--- config.mk ---
export PLATFORM = sky130hd
export DESIGN_NAME = min_os_peer
export DESIGN_NICKNAME = d
export VERILOG_FILES = /design/src/rtl/min_os_pkg.sv /design/src/rtl/sync_change_detect.sv /design/src/rtl/min_os_peer.sv
export SDC_FILE = /design/constraint.sdc
export NUM_CORES = 1
export LEC_CHECK = 0
export CAP_MARGIN = 20
export CORE_AREA = 2 2 89 109
export DETAILED_ROUTE_END_ITERATION = 10
export DIE_AREA = 0 0 91 111
export PLACE_DENSITY = 0.84
export SKIP_LAST_GASP = 1
export SLEW_MARGIN = 20
export SYNTH_ARGS = -nofsm -noshare
export SYNTH_HDL_FRONTEND = slang
export SYNTH_SLANG_ARGS = --single-unit
--- constraint.sdc ---
create_clock -name CLK -period 2.5 [get_ports CLK]
set_clock_uncertainty 0.15 [all_clocks]
set_input_delay 0.5 -clock CLK [delete_from_list [all_inputs] [get_ports CLK]]
set_output_delay 0.5 -clock CLK [all_outputs]
set_load 0.05 [all_outputs]
--- src/rtl/min_os_pkg.sv ---
// Shared definitions for the MinOS board scheduler and its UART peer.
// Holds the chunk type codes both ends agree on and the 3-bit state
// encoding of the peer's switch-report TX sequencer.
package min_os_pkg;

  localparam logic [7:0] LEDS_CHUNK_TYPE     = 8'd2;
  localparam logic [7:0] SWITCHES_CHUNK_TYPE = 8'd4;

  typedef enum logic [2:0] {
    ST_IDLE    = 3'd0,
    ST_LOAD    = 3'd1,
    ST_RELEASE = 3'd2,
    ST_WAIT    = 3'd3,
    ST_GAP     = 3'd4
  } tx_state_e;

endpackage

--- src/rtl/sync_change_detect.sv ---
// Multi-flop synchronizer for an asynchronous bus plus a comparator
// against a caller-held reference value.
//   CLK, RST_N  : clock / async active-low reset
//   d_async     : raw asynchronous input bus
//   ref_val     : value to compare the synchronized bus against
//   sync_out    : last synchronizer stage
//   sync_valid  : high once the pipe holds real samples (reset zeros flushed)
//   changed     : sync_out != ref_val
module sync_change_detect #(
  parameter int W           = 8,
  parameter int SYNC_STAGES = 2
) (
  input  logic         CLK,
  input  logic         RST_N,
  input  logic [W-1:0] d_async,
  input  logic [W-1:0] ref_val,
  output logic [W-1:0] sync_out,
  output logic         sync_valid,
  output logic         changed
);

  logic [SYNC_STAGES-1:0][W-1:0] sync_pipe;
  // Tracks how many real samples have entered the pipe since reset, so a
  // consumer never acts on the zeros the reset left behind.
  logic [SYNC_STAGES-1:0]        vld_pipe;

  always_ff @(posedge CLK or negedge RST_N) begin
    if (!RST_N) begin
      sync_pipe <= '0;
      vld_pipe  <= '0;
    end else begin
      sync_pipe <= {sync_pipe[SYNC_STAGES-2:0], d_async};
      vld_pipe  <= {vld_pipe[SYNC_STAGES-2:0], 1'b1};
    end
  end

  assign sync_out   = sync_pipe[SYNC_STAGES-1];
  assign sync_valid = vld_pipe[SYNC_STAGES-1];
  assign changed    = (sync_pipe[SYNC_STAGES-1] != ref_val);

endmodule

--- src/rtl/min_os_peer.sv ---
// Chunk-level peer of the MinOS board scheduler.
//   RX: "leds" chunks (type LEDS_RX_CHUNK_TYPE, size 1) drive leds_out;
//       any other chunk is dropped and counted (saturating at 255).
//   TX: synchronized switch changes are reported as one-byte "switches"
//       chunks through a LOAD/RELEASE/WAIT/GAP handshake with the TX
//       chunker, with a timeout that forces a resend.
// Ports:
//   CLK, RST_N                      clock / async active-low reset
//   rx_chunk_*, rx_is_chunk_ready   incoming chunk from the RX chunker
//   tx_chunk_*, tx_is_chunk_ready   outgoing chunk to the TX chunker
//   is_tx_chunker_done              TX chunker completion strobe
//   switches_in / leds_out          physical I/O
//   rx_drop_count, tx_busy          status
module min_os_peer
  import min_os_pkg::*;
#(
  parameter logic [7:0] LEDS_RX_CHUNK_TYPE           = LEDS_CHUNK_TYPE,
  parameter logic [7:0] SWITCHES_TX_CHUNK_TYPE       = SWITCHES_CHUNK_TYPE,
  parameter int         RX_CONTENT_BUFFER_BYTE_SIZE  = 5,
  parameter int         RX_CONTENT_BUFFER_INDEX_SIZE = 32,
  parameter int         TX_CONTENT_BUFFER_BYTE_SIZE  = 3,
  parameter int         TX_CONTENT_BUFFER_INDEX_SIZE = 32,
  parameter int         TX_TIMEOUT_CYCLES            = 1000000
) (
  input  logic                                     CLK,
  input  logic                                     RST_N,
  input  logic [7:0]                               rx_chunk_type,
  input  logic [RX_CONTENT_BUFFER_BYTE_SIZE*8-1:0] rx_chunk_bytes,
  input  logic [RX_CONTENT_BUFFER_INDEX_SIZE-1:0]  rx_chunk_byte_size,
  input  logic                                     rx_is_chunk_ready,
  output logic                                     tx_is_chunk_ready,
  output logic [7:0]                               tx_chunk_type,
  output logic [TX_CONTENT_BUFFER_INDEX_SIZE-1:0]  tx_chunk_byte_size,
  output logic [TX_CONTENT_BUFFER_BYTE_SIZE*8-1:0] tx_chunk_bytes,
  input  logic                                     is_tx_chunker_done,
  input  logic [7:0]                               switches_in,
  output logic [7:0]                               leds_out,
  output logic [7:0]                               rx_drop_count,
  output logic                                     tx_busy
);

  localparam int CNT_W = $clog2(TX_TIMEOUT_CYCLES) + 1;

  tx_state_e        state_q, state_d;
  logic [7:0]       sw_sync, last_sent, sent_bytes_q;
  logic             sync_valid, sw_changed, boot_pending, sent_once, timeout;
  logic [CNT_W-1:0] to_cnt;
  logic             rx_leds_ok;
  logic             rx_unused;

  sync_change_detect #(.W(8), .SYNC_STAGES(2)) u_sync (
    .CLK       (CLK),
    .RST_N     (RST_N),
    .d_async   (switches_in),
    .ref_val   (last_sent),
    .sync_out  (sw_sync),
    .sync_valid(sync_valid),
    .changed   (sw_changed)
  );

  // ---------------- TX sequencer ----------------
  always_ff @(posedge CLK or negedge RST_N) begin
    if (!RST_N) state_q <= ST_IDLE;
    else        state_q <= state_d;
  end

  always_comb begin
    state_d = state_q;
    timeout = 1'b0;
    case (state_q)
      // Boot report waits for the synchronizer to hold a real sample so
      // the first chunk carries the actual switch state, not reset zeros.
      ST_IDLE:    if (sync_valid && (boot_pending || sw_changed)) state_d = ST_LOAD;
      ST_LOAD:    state_d = ST_RELEASE;
      ST_RELEASE: state_d = ST_WAIT;
      ST_WAIT: begin
        if (is_tx_chunker_done) begin
          state_d = ST_GAP;
        end else if (to_cnt == CNT_W'(TX_TIMEOUT_CYCLES - 1)) begin
          state_d = ST_GAP;
          timeout = 1'b1;
        end
      end
      ST_GAP:     state_d = ST_IDLE;
      default:    state_d = ST_IDLE;
    endcase
  end

  always_ff @(posedge CLK or negedge RST_N) begin
    if (!RST_N) begin
      last_sent    <= '0;
      sent_bytes_q <= '0;
      boot_pending <= 1'b1;
      sent_once    <= 1'b0;
      to_cnt       <= '0;
    end else begin
      if (state_q == ST_LOAD) begin
        last_sent    <= sw_sync;
        sent_bytes_q <= sw_sync;
        boot_pending <= 1'b0;
        sent_once    <= 1'b1;
        to_cnt       <= '0;
      end else if (state_q == ST_WAIT) begin
        to_cnt <= to_cnt + 1'b1;
        // An abandoned send is retried with whatever the switches read then.
        if (timeout) boot_pending <= 1'b1;
      end
    end
  end

  // Type and payload hold their last sent values between sends; only LOAD
  // presents the live synchronized value.
  always_comb begin
    tx_is_chunk_ready  = (state_q == ST_LOAD);
    tx_chunk_byte_size = (state_q == ST_LOAD) ? TX_CONTENT_BUFFER_INDEX_SIZE'(1) : '0;
    tx_chunk_type      = ((state_q == ST_LOAD) || sent_once) ? SWITCHES_TX_CHUNK_TYPE : 8'h00;
    tx_chunk_bytes     = '0;
    tx_chunk_bytes[7:0] = (state_q == ST_LOAD) ? sw_sync : sent_bytes_q;
  end

  assign tx_busy = (state_q != ST_IDLE);

  // ---------------- RX path ----------------
  assign rx_leds_ok = (rx_chunk_type == LEDS_RX_CHUNK_TYPE) &&
                      (rx_chunk_byte_size == RX_CONTENT_BUFFER_INDEX_SIZE'(1));

  always_ff @(posedge CLK or negedge RST_N) begin
    if (!RST_N) begin
      leds_out      <= '0;
      rx_drop_count <= '0;
    end else if (rx_is_chunk_ready) begin
      if (rx_leds_ok)                  leds_out      <= rx_chunk_bytes[7:0];
      else if (rx_drop_count != 8'hFF) rx_drop_count <= rx_drop_count + 1'b1;
    end
  end

  // Only byte 0 of the RX payload carries LED state.
  assign rx_unused = ^rx_chunk_bytes[RX_CONTENT_BUFFER_BYTE_SIZE*8-1:8];

endmodule

==> summary.txt, run 1 <==
Outcome
  – Outcome: finished, final reports clean

Timing
  – Max frequency: about 420 MHz
  – RSZ-0062 raised after global routing: no
  – Hold_ws: between 0.01 and 0.015 ns
  – Minimum clock period: around 2.4 ns
  – Fin. Hold Viols: 0
  – Worst slew pin tran: around 0.55 ns
  – Setup TNS: 0 ns
  – Final worst slack: 0.142 ns
  – Final setup viols: 0
  – Final period util: between 90% and 100%
  – Relative slew slack: a little over three fifths
  – Fin. max-slew vios: 0

Final layout
  – Ant diodes: 0
  – Most frequent cells in the layout: 75 x dfrtp_1, 74 x clkdlybuf4s50_1, 67 x nand2_1
  – Layout cells sized above 1: between 10% and 20%
  – Finished Layout Cells: around 600
  – FF/Latch Area: 0.00190 sq mm
  – Multi-input logic area: 0.00147 sq mm
  – Commonest non-fill, non-tap cell in the layout: dfrtp_1
  – Util after Layout: 53.9%
  – Layout area overhead: 35.8%
  – Number of fill cells: approximately 740
  – # nets final: roughly 550

Critical path
  – Crit path capture: tx_chunk_bytes[4]
  – Setup slack, reg-to-reg: approximately 0.24 ns
  – End of the worst register-to-register path: state_q[1]
  – Worst setup SP type: register
  – Crit path max-delay cell type: dfrtp_1
  – Crit. Startpoint: state_q[0]
  – Worst r2r src: to_cnt[0]
  – WS Path Type: reg2out
  – R2R cell count: 6
  – Crit end category: output pin
  – CP Max Fanout: 24
  – Cell mode on critical path: nand2_1
  – Critical Path Max Stage Delay: between 0.4 and 0.5 ns
  – WP data required: 1.85 ns
  – Worst-path cell chain: nand2b_1 -> nand2b_4 -> buf_6 -> nand2_1 -> nand2_1 -> buf_12
  – Critical Path AT: between 1.5 and 2 ns

Floorplan
  – Die Ht: between 100 and 150 um
  – Total core area: just over 0.009 sq mm
  – Placement Rows: 39
  – Die width: around 91 um
  – Area of the die: a little over 0.01 sq mm
  – IO Pins: ~170
  – Initial Utilization: 39.6%

Synth
  – FF+latch count, synth: 76
  – Avg Cell Area, Syn: about 10 sq um
  – Post-synthesis sequential area ratio: 52.3%
  – Share of flip-flops with an asynchronous set or reset: 100%
  – Ys flop type: dfrtp_1
  – Post-synth top area share: around half
  – Post-synth EDFFs: 0
  – Ranking of synthesized cells by area: dfrtp_1 52%, buf_4 11%, nand2_1 6.9%, xor2_1 3.1%, mux2_2 3.1%
  – Synth area leader: dfrtp_1
  – Cell count after synthesis: roughly 360
  – Synth warn: 0
  – Synth Cell Area: 0.00364 sq mm
  – Yosys cell types: 37

Power
  – Pwr Density: between 1000 and 1500 mW/mm^2
  – Logic gate share of total power: a little under half
  – Worst vdd ir: around 850 uV
  – Internal power: 0.00314 W
  – Sw Ratio: 42.0%
  – P_leak: ~2.3 nW
  – Flop pwr share: 31.6%
  – Switching power: 0.00227 W
  – Clock power share: roughly 22%

GRT
  – Pin count of the biggest net entering global routing: 43
  – Global-route wire length before repair: between 10000 and 15000 um
  – Initial antenna violation count: 0
  – Vias in the first global route: around 2800
  – Total congestion overflow: 0
  – Gr usage total: 16.0%

Routing
  – Antenna-violating nets left: 0
  – Vias per Instance: 4.79
  – DRC: 0
  – Final WL: between 7000 and 8000 um
  – Initial DRC count: between 150 and 200
  – Routed len/inst: 13.5 um
  – Via count: between 2000 and 3000
  – Pre-antenna DRT Iters: 4

CTS
  – TritonCTS clock tree: built
  – # H-tree levels: 3
  – Cts bufs inserted: 9
  – Sink Count: 76
  – Post-CTS Hold Buffers: 0
  – Clock transition at path regs: about 0.06 ns
  – Root Buffer: clkbuf_16
  – CTS Buffer Depth: 2
  – Clock Latency Late Sink: 0.33 ns

Placed design
  – Setup WS pre-CTS: -0.145 ns
  – Placed Cells: ~570
  – Gpl congestion: about 0.80
  – DP Wirelength: 5750 um
  – Port Buffers: 87

Flow run
  – Max Cap Violations: 0

Worst hold path
  – Worst hold path type: in2async
## cells in the mapped netlist (7+ instances only)
library cell   n
mux2_2        10
buf_4         55
nor4_1        12
nand3_1       14
nand2_1       67
xor2_1        13
dfrtp_1       75
o21ai_0       11
nor2_1        18
inv_1          7
mux2i_1        8
## worst max-delay path: cells and delay by family, from the launching register on
family | cells | cell delay (ns)
flip-flops | 1 | 0.43
AND/OR/NAND/NOR | 4 | 0.56
buffers and inverters | 2 | 0.39
## routing by layer
layer	track usage (%)	share of wire (%)	vias up
li1	-	-	1301
met5	0	0	-
met2	29.2	55	152
met4	7.17	2.3	0
met1	16.4	35	1341
met3	5.10	8.1	16
## area by class of cell
class	instances	share of cell area, %
Timing Repair inverter	1	0.152
Clock inverter	4	0.506
Clock buffer	12	4.99
Timing Repair Buffer	101	22.2
Tap cell	123	3.11
Multi-Input combinational cell	263	29.8
Sequential cell	76	38.5
Inverter	7	0.684
## stage by stage
step,area (sq um),total power (W)
2_1_floorplan,3840,0.00320
3_3_place_gp,4630,0.00408
3_5_place_dp,4630,0.00414
4_1_cts,4900,0.00537
5_1_grt,4940,0.00565
6_report,4940,0.00541
## registers in the layout, indices dropped and copies added (netlist names), 3 cells and up
| name | cells |
|---|---|
| u_sync.sync_out | 8 |
| rx_drop_count | 8 |
| sent_bytes_q | 8 |
| leds_out | 8 |
| to_cnt | 21 |
| u_sync.sync_pipe | 8 |
| last_sent | 8 |
| state_q | 3 |
## how the worst min path moves through the flow
stage,slack [ns],cells past startpoint,end
2_1_floorplan,0.05,0,last_sent[0]
3_3_place_gp,0.18,0,u_sync.vld_pipe[1]
3_5_place_dp,0.18,0,u_sync.vld_pipe[1]
4_1_cts,0.02,1,to_cnt[9]
5_1_grt,0.06,1,rx_drop_count[3]
6_report,0.01,1,u_sync.sync_pipe[2]
## cells by family (layout without fill, tap and decap cells)
family / count (synthesis) / after routing / synth area share (%)
adders and majority gates: 2 / 2 / 0.688
DFF: 76 / 76 / 52.3
buffers and inverters: 69 / 125 / 12.8
other: 2 / 55 / 0.206
and+or+nand+nor: 144 / 144 / 19.3
muxes: 18 / 18 / 5.30
xor gates and xnor gates: 19 / 19 / 4.58
AOI/OAI and AO/OA: 25 / 25 / 4.78
## power groups by stage
stage                     logic [W]  clock network (W)  registers [W]
after global routing        0.00266            0.00124        0.00174
after CTS                   0.00246            0.00120        0.00170
after detailed placement    0.00244                  0        0.00171
after global placement      0.00238                  0        0.00170
after floorplan             0.00130                  0        0.00190
final                       0.00252            0.00118        0.00171
## what timing repair did
action                                  in CTS  in global routing
endpoints found under the setup margin       8                  8
resized for setup                            1                  5
buffers inserted                             0                  2
cloned                                       0                  1
No activity file was read; power rests on OpenSTA's default activity.
==> inputs of run 2 (changes only) <==
- CORE_AREA: 2 2 89 109 -> 2 2 91 110
- DIE_AREA: 0 0 91 111 -> 0 0 93 112
- PLACE_DENSITY: 0.84 -> 0.82
==> run 2 against run 1 <==
Effect of this change: wire length is 0.38% lower; clock-buffer cell count shrank 2; sequential share of layout area decreased by 0.35 points; flip-flop and latch count stayed put; fmax decreased by 2.8%; largest cell class unchanged.
==> summary.txt, run 2 (same netlist as run 1, synthesis figures left out) <==
Outcome
  – Outcome: finished, final reports clean

Floorplan
  – Total core area: 0.00937 sq mm (+2.1%)
  – Area of the die: 0.0104 sq mm (+3.1%)
  – IO Pins: 174 (unchanged)
  – Placement Rows: 39 (unchanged)
  – Die Ht: 112 um (+0.90%)
  – Initial Utilization: 38.8% (-0.83 points)
  – Die width: 93 um (+2.2%)

Routing
  – Antenna-violating nets left: 0 (unchanged)
  – DRC: 0 (unchanged)
  – Via count: 2822 (+0.43%)
  – Vias per Instance: 4.82 (+0.60%)
  – Final WL: 7920 um (-0.38%)
  – Pre-antenna DRT Iters: 4 (unchanged)
  – Routed len/inst: 13.5 um (-0.21%)
  – Initial DRC count: 156 (-3.7%)

Power
  – Worst vdd ir: 880 uV (+3.6%)
  – Pwr Density: 1130 mW/mm^2 (+2.9%)
  – Tot Pwr: 0.00561 W (+3.8%)
  – P_leak: 2.30 nW (+1.1%)

CTS
  – # H-tree levels: 3 (unchanged)
  – Post-CTS Hold Buffers: 0 (unchanged)
  – Clock Latency Late Sink: 0.34 ns (about the same)
  – Cts bufs inserted: 9 (unchanged)
  – TritonCTS clock tree: built
  – CTS Buffer Depth: 2 (unchanged)
  – Sink Count: 76 (unchanged)
  – Clock transition at path regs: 0.06 ns (about the same)
  – Root Buffer: clkbuf_16

GRT
  – Initial antenna violation count: 0 (unchanged)
  – Total congestion overflow: 0 (unchanged)
  – Vias in the first global route: 2875 (+2.4%)
  – Gr usage total: 16.4% (+0.41 points)
  – Pin count of the biggest net entering global routing: 77 (+79%)
  – Global-route wire length before repair: 13200 um (+2.6%)

Critical path
  – End of the worst register-to-register path: state_q[2]
  – Setup slack, reg-to-reg: 0.39 ns (+0.15 ns)
  – Crit path capture: tx_chunk_bytes[4]
  – R2R cell count: 6 (unchanged)
  – Worst setup SP type: register
  – Critical Path Stages: 6 (unchanged)
  – Crit end category: output pin
  – Worst r2r src: to_cnt[0]
  – CP Max Fanout: 24 (unchanged)
  – Cell mode on critical path: nand2_1
  – Crit path max-delay cell type: dfrtp_1
  – WS Path Type: reg2out
  – Critical Path AT: 1.78 ns (+0.07 ns)
  – CP delay by family, top: simple AND/OR/NAND/NOR gates
  – Crit. Startpoint: state_q[2]
  – Worst-path cell chain: nand2b_1 -> nand2b_2 -> buf_6 -> nand2_1 -> nand2_1 -> buf_12
  – WP data required: 1.85 ns (about the same)
  – Critical path buffer and inverter count: 2 (unchanged)
  – Critical Path Max Stage Delay: 0.41 ns (-0.02 ns)

Worst hold path
  – Worst hold path type: in2async

Final layout
  – Layout area overhead: 37.1%
  – Most flops, register: to_cnt
  – # nets final: 552 (-0.18%)
  – Max reg flops: 21 (unchanged)
  – Ant diodes: 0 (unchanged)
  – Most frequent cells in the layout: 75 x dfrtp_1, 74 x clkdlybuf4s50_1, 67 x nand2_1
  – Finished Layout Cells: 586 (-0.17%)
  – Number of fill cells: 757 (+2.0%)
  – Design Area, Final: 0.00499 sq mm (+0.91%)
  – Layout cells sized above 1: 13.2% (+0.24 points)
  – Commonest non-fill, non-tap cell in the layout: dfrtp_1

Timing
  – Relative slew slack: 64.8% (+1.5 points)
  – Minimum clock period: 2.43 ns (+0.0678 ns)
  – Fin. max-slew vios: 0 (unchanged)
  – Fin. Hold Viols: 0 (unchanged)
  – Worst slew pin tran: 0.526 ns (-0.0191 ns)
  – Max frequency: 412 MHz (-2.8%)
  – Final setup viols: 0 (unchanged)
  – Final period util: 97.0% (+2.7 points)

Placed design
  – DP Wirelength: 5800 um (+0.88%)
  – Port Buffers: 87 (unchanged)
  – Placed cell area: 0.00463 sq mm (about the same)
  – Placed Cells: 568 (unchanged)
  – Gpl congestion: 0.829 (+3.7%)

Flow run
  – Max Cap Violations: 0 (unchanged)
[run 2: power by group]
| part | switching, W | internal (W) |
|---|---|---|
| Clock | 0.000512 | 0.000910 |
| Sequential | 0.000215 | 0.00149 |
| Combinational | 0.00156 | 0.000924 |
[run 2: layer usage]
metal  up-vias  wire [um]  GRT usage, %
li1       1299          -             -
met1      1358       2710          16.8
met2       145       4190          27.9
met3        20        740          5.68
met4         0        285          10.8
met5         -          0             0
[run 2: worst min-delay path by stage]
stage                                    from                  end  cells after the start
after CTS                               RST_N     rx_drop_count[1]                      2
after floorplan                         RST_N         last_sent[0]                      0
after detailed placement  u_sync.sync_pipe[1]   u_sync.sync_out[1]                      0
after global routing                    RST_N  u_sync.sync_pipe[1]                      2
final                                   RST_N  u_sync.sync_pipe[1]                      2
after global placement     u_sync.vld_pipe[0]   u_sync.vld_pipe[1]                      0
[run 2: stage by stage]
stage | util [%] | worst slack [ns] | hold slack [ns] | setup TNS (ns)
finish | 53.2 | 0.0745 | 0.0258 | 0
detailed placement | 49.4 | -0.103 | 0.185 | -1.38
CTS | 53.0 | 0.0100 | 0.0542 | 0
global placement | 49.4 | -0.0678 | 0.182 | -0.728
floorplan | - | 0.0350 | 0.0544 | 0
global route | 53.2 | -0.00669 | 0.0852 | -0.0125
[run 2: layout make-up]
class / instances / area, sq um / area share [%]
repair buffers: 100 / 1090 / 21.8
repair inverters: 1 / 7.51 / 0.151
well taps: 123 / 154 / 3.09
multi-input cells: 263 / 1470 / 29.5
clock buffers: 10 / 239 / 4.79
inverters: 7 / 30.0 / 0.602
clock inverters: 6 / 96.3 / 1.93
flip-flops and latches: 76 / 1900 / 38.2
[run 2: what timing repair did]
| item | CTS | global route |
|---|---|---|
| endpoints found under the hold margin | 0 | 0 |
| gates cloned | 0 | 1 |
| pin swaps | 0 | 0 |
| setup buffers | 0 | 1 |
| resized for setup | 1 | 4 |
| endpoints found under the setup margin | 9 | 8 |
